**src/rtl/net_combine_pipe.sv**
```systemverilog
// Registered N-channel bitwise combiner feeding a 2-entry valid/ready output buffer.
// Optional per-entry parity output when NET_COMBINE_PARITY_EN is defined.
module net_combine_pipe #(
  parameter int unsigned WIDTH    = 8,
  parameter int unsigned CHANNELS = 2,
  parameter int unsigned CNT_W    = 16
) (
  input  logic                      clk,
  input  logic                      rst,
  input  logic                      in_valid,
  output logic                      in_ready,
  input  logic [CHANNELS*WIDTH-1:0] in_data,
  input  logic [1:0]                in_mode,
  output logic                      out_valid,
  input  logic                      out_ready,
  output logic [WIDTH-1:0]          out_data,
`ifdef NET_COMBINE_PARITY_EN
  output logic                      out_parity,
`endif
  output logic [CNT_W-1:0]          beat_count
);

  logic [1:0]       occ_q, occ_d;
  logic [WIDTH-1:0] data0_q, data0_d, data1_q, data1_d;
  logic [CNT_W-1:0] count_q;
  logic [WIDTH-1:0] result;
  logic             accept, deliver;

  always_comb begin
    result = in_data[WIDTH-1:0];
    for (int k = 1; k < CHANNELS; k++) begin
      case (in_mode)
        2'b00:   result = result & in_data[k*WIDTH +: WIDTH];
        2'b01:   result = result | in_data[k*WIDTH +: WIDTH];
        2'b10:   result = result ^ in_data[k*WIDTH +: WIDTH];
        default: result = result;
      endcase
    end
  end

  // in_ready is a function of registered occupancy only (plus reset), never out_ready.
  assign in_ready  = (occ_q != 2'd2) && !rst;
  assign out_valid = (occ_q != 2'd0);
  assign out_data  = data0_q;
  assign beat_count = count_q;
  assign accept    = in_valid && in_ready;
  assign deliver   = out_valid && out_ready;

  // Entry 0 is always the head; entry 1 only ever holds the second-oldest beat.
  always_comb begin
    occ_d   = occ_q;
    data0_d = data0_q;
    data1_d = data1_q;
    if (accept && deliver) begin
      data0_d = result;
    end else if (accept) begin
      if (occ_q == 2'd0) data0_d = result;
      else               data1_d = result;
      occ_d = occ_q + 2'd1;
    end else if (deliver) begin
      data0_d = data1_q;
      occ_d   = occ_q - 2'd1;
    end
  end

  always_ff @(posedge clk) begin
    if (rst) begin
      occ_q   <= 2'd0;
      data0_q <= '0;
      data1_q <= '0;
      count_q <= '0;
    end else begin
      occ_q   <= occ_d;
      data0_q <= data0_d;
      data1_q <= data1_d;
      if (deliver) count_q <= count_q + 1'b1;
    end
  end

`ifdef NET_COMBINE_PARITY_EN
  logic par0_q, par0_d, par1_q, par1_d;

  always_comb begin
    par0_d = par0_q;
    par1_d = par1_q;
    if (accept && deliver) begin
      par0_d = ^result;
    end else if (accept) begin
      if (occ_q == 2'd0) par0_d = ^result;
      else               par1_d = ^result;
    end else if (deliver) begin
      par0_d = par1_q;
    end
  end

  always_ff @(posedge clk) begin
    if (rst) begin
      par0_q <= 1'b0;
      par1_q <= 1'b0;
    end else begin
      par0_q <= par0_d;
      par1_q <= par1_d;
    end
  end

  assign out_parity = par0_q;
`endif

endmodule

```
**config.mk**
```make
export PLATFORM = sky130hd
export DESIGN_NAME = net_combine_pipe
export DESIGN_NICKNAME = d
export VERILOG_FILES = /design/src/rtl/net_combine_pipe.sv
export SDC_FILE = /design/constraint.sdc
export NUM_CORES = 1
export LEC_CHECK = 0
export CAP_MARGIN = 30
export CORE_ASPECT_RATIO = 0.9
export CORE_MARGIN = 2
export CORE_UTILIZATION = 30
export CTS_CLUSTER_DIAMETER = 100
export DETAILED_ROUTE_END_ITERATION = 10
export PLACE_DENSITY = 0.53
export SETUP_SLACK_MARGIN = 0.15
export SYNTH_ARGS = -nofsm -noshare
export SYNTH_HDL_FRONTEND = slang
export SYNTH_SLANG_ARGS = --single-unit
export TNS_END_PERCENT = 10
```
**constraint.sdc**
```tcl
create_clock -name clk -period 3.2 [get_ports clk]
set_input_delay 0.64 -clock clk [delete_from_list [all_inputs] [get_ports clk]]
set_output_delay 0.64 -clock clk [all_outputs]
set_load 0.01 [all_outputs]
```
==> impl_summary.md <==
Synth
The post-synthesis register bit count is 34. The synthesized area is approximately 2000 um^2. The number of different library cells used by synthesis comes to 40. Sorting the synthesized cells by area gives the leading types as dfxtp_1, ha_1, mux4_2.

The largest total area in the synthesized netlist belongs to dfxtp_1. Among all cell types in the netlist, the one instantiated most often is dfxtp_1. The share of synthesized registers carrying an async set or reset is 0.

The number of standard cells after synthesis is around 230. The number of nets handed over by synthesis was about 270. The area share of the largest cell type after synthesis is 0.3379.

A synthesized cell averages 8.720 um^2. Counting instances in the post-synthesis netlist gives the leading cell types as dfxtp_1, nor2_1, inv_1. For this run, the leading register cell type out of synthesis is dfxtp_1. The number of enable flip-flop cells after synthesis is 0. Of the synthesized area, sequential elements account for 0.3379.

The count of warnings emitted by yosys is 0.

Clocking
The number of buffers added by the clock tree synthesis step is 5. CTS saw 34 sinks. After clock tree synthesis, the flow added hold-fix buffers numbering 0.

After clock tree synthesis, the clock-pin slew on the worst setup and hold paths is about 0.070 ns. The buffer type at the clock tree root is clkbuf_8. TritonCTS built the clock tree.

The post-CTS setup buffer count is 0. The number of H-tree branching levels is 2. The number of gates resized after CTS was 0. The clock reaches the later pin of the worst-skew pair after about 0.29 ns.

The maximum root-to-sink buffer count is 2.

STA
In the finished design, the share of the clock period the worst path needs comes to 0.8379. Setup repair after global routing left no endpoint under its margin. The slew at the pin closest to its max-slew limit is 0.5812 ns. The final count of negative-setup-slack endpoints is 0.

Counting I/O delays and the setup requirement, the final critical path takes 2.681 ns. The hold violation total from the final report came to 0. The sum of negative setup slack is 0 ns. The number of max-slew violations in the final report is 0. Between clock sinks in the finished design, the worst skew comes to 0.005842 ns. In this run the tightest slew margin relative to its limit is 0.6090.

For this run, the top clock speed supported by timing is around 0.37 GHz. The final hold slack is just under 0.5 ns.

Status
The flow ran to the end, and the final reports show no timing, DRC or antenna violations.

Route
Summing over every cut layer, the via total after detailed routing is roughly 1700. The first routing iteration left 56 violations. The post-detailed-routing wire length is 4423 um.

The average wire per cell in the routed design is ~12 um. The via density per instance is around 4.7. In this run the remaining antenna-violating nets after routing total 0.

For this run, the detailed router's first-pass iteration total came to 5. Detailed routing placed a total of about 230 um of wire on met3. The wire length on met2 is approximately 2100 um. In the routed design, unresolved DRC markers number 0.

The total routed wire length on the met1 layer is between 2000 and 2500 um. In this run the top signal layer used is met4.

Layout
The layout overhead on the synthesized area is 32.73%. The net count of the finished layout is 319. The number of standard cells in the layout, taps in and fillers out is 370.

Of the cells placed in the final design, the portion with a size suffix greater than 1 is 0.09643. The filler cells instantiated in the layout total around 690. The antenna diode count is 0.

Global routing
In the global route stage, overall resource usage came out at 0.1301. The remaining global-route overflow is 0. The first global-routing pass estimated roughly 7600 um of wire. The number of antenna violations at the first check in global routing is 0. The number of global-route vias before repair is about 1600. The maximum number of pins on one net before global-route repair is 35.

Power and ir drop
The peak supply drop is 0.0001384 V. Power spread over the standard cell area amounts to 458.3 nW/um^2. The static leakage power is between 1 and 1.5 nW. The design draws between 0.001 and 0.0015 W.

Worst setup path
STA classifies the critical path startpoint as an input pin. In this run the critical register-to-register path is launched from occ_q[0]$_SDFFE_PP0P_. The maximum fanout along the worst path is 34. The type of the worst setup path is input pin to output port.

The beginning of the critical path is rst. The data arrival time at the worst-slack endpoint is 2.04 ns. For the worst setup path, the data required time is roughly 2.6 ns. STA classifies the critical path endpoint as an output port.

Placement
The detailed placer's ending HPWL is 3403 um. The congestion estimate from routability-driven global placement came to roughly 0.73. The number of placed cells counting well taps is ~360. The count of buffers added on input and output ports is between 40 and 50.

Floorplanning
The area of the core is between 6000 and 7000 um^2. The horizontal die dimension is roughly 90 um. In this run the count of I/O pins placed on the die edge is 48. The vertical extent of the die is 81.74 um. The die covers 7387 um^2.

The initial utilization of the core area, before any placement, comes to 0.3075. The floorplan has 28 rows.

Hold path
The class of the tightest hold or removal check is flop to flop. The worst hold path begins at out_data[6]$_SDFFE_PP0P_.

Job
The number of maximum-capacitance constraint violations is 0.
-- area by class of cell --
class	instances	area, um^2	area share
clock buffers	7	86.33	0.03229
clock inverters	1	5.005	0.001872
inverters	30	112.6	0.04212
multi-input cells	157	1176	0.4399
flip-flops and latches	34	680.7	0.2546
well taps	90	112.6	0.04212
repair buffers	51	500.5	0.1872
-- metal layers --
| metal | GRT usage | vias to the layer above |
|---|---|---|
| met5 | 0 | - |
| met2 | 0.2233 | 43 |
| met1 | 0.1544 | 783 |
| met4 | 0.06462 | 0 |
| met3 | 0.03303 | 7 |
| li1 | - | 895 |
-- critical path, cell delays in order --
cell and delay [ns]:
clkdlybuf4s50_1 0.47, buf_4 0.33, nor2_1 0.09, clkdlybuf4s50_1 0.49
-- report_power, final --
| group | internal (W) | switching, W | total, W |
|---|---|---|---|
| Clock | 0.000173 | 0.000153 | 0.000327 |
| Sequential | 0.000470 | 0.0000513 | 0.000521 |
| Combinational | 0.000200 | 0.000177 | 0.000378 |
-- worst paths after layout --
kind	endpoint	slack (ns)	cells after the start
max	in_ready	0.52	4
min reg2reg	out_data[6]$_SDFFE_PP0P_	0.48	2
max reg2reg	occ_q[1]$_SDFFE_PP0P_	0.86	7
min	out_data[6]$_SDFFE_PP0P_	0.48	2
-- cells in the final DEF, fill, tap and decap left out, types with 3 or more instances in the layout --
| cell | instances |
|---|---|
| a21oi_1 | 8 |
| nand2_1 | 11 |
| o211ai_1 | 3 |
| mux4_2 | 6 |
| clkdlybuf4s50_1 | 47 |
| clkbuf_8 | 6 |
| xnor2_1 | 9 |
| dfxtp_1 | 34 |
| nor2_1 | 33 |
| a211oi_1 | 4 |
| o21ai_0 | 9 |
| mux2_2 | 3 |
| nor4_1 | 6 |
| or3_1 | 3 |
| nor3_1 | 3 |
| nand4_1 | 3 |
| ha_1 | 18 |
| nand3_1 | 5 |
| inv_1 | 29 |
| buf_4 | 4 |
| nor2b_1 | 3 |
| mux2i_1 | 6 |
-- sequential cells by signal, indices dropped and copies added, names as in the netlist --
signal / flops
out_data: 8
beat_count: 16
data1_q: 8
occ_q: 2
-- metrics by stage --
stage	instance area, um^2	worst slack (ns)	utilization
detailed placement	2582	0.2837	0.3942
global placement	2582	0.3519	0.3942
CTS	2674	0.5010	0.4081
global route	2674	0.4337	0.4081
finish	2674	0.5186	0.4081
floorplan	2014	0.6811	-
-- logic make-up after synthesis --
| group | Yosys count | share of synthesized area |
|---|---|---|
| fa+ha+maj | 18 | 0.1118 |
| xor+xnor | 11 | 0.04783 |
| compound gates | 37 | 0.1217 |
| simple gates | 76 | 0.1888 |
| mux | 15 | 0.1137 |
| flops | 34 | 0.3379 |
| buf+inv | 40 | 0.07826 |
No activity file was read; power rests on OpenSTA's default activity.
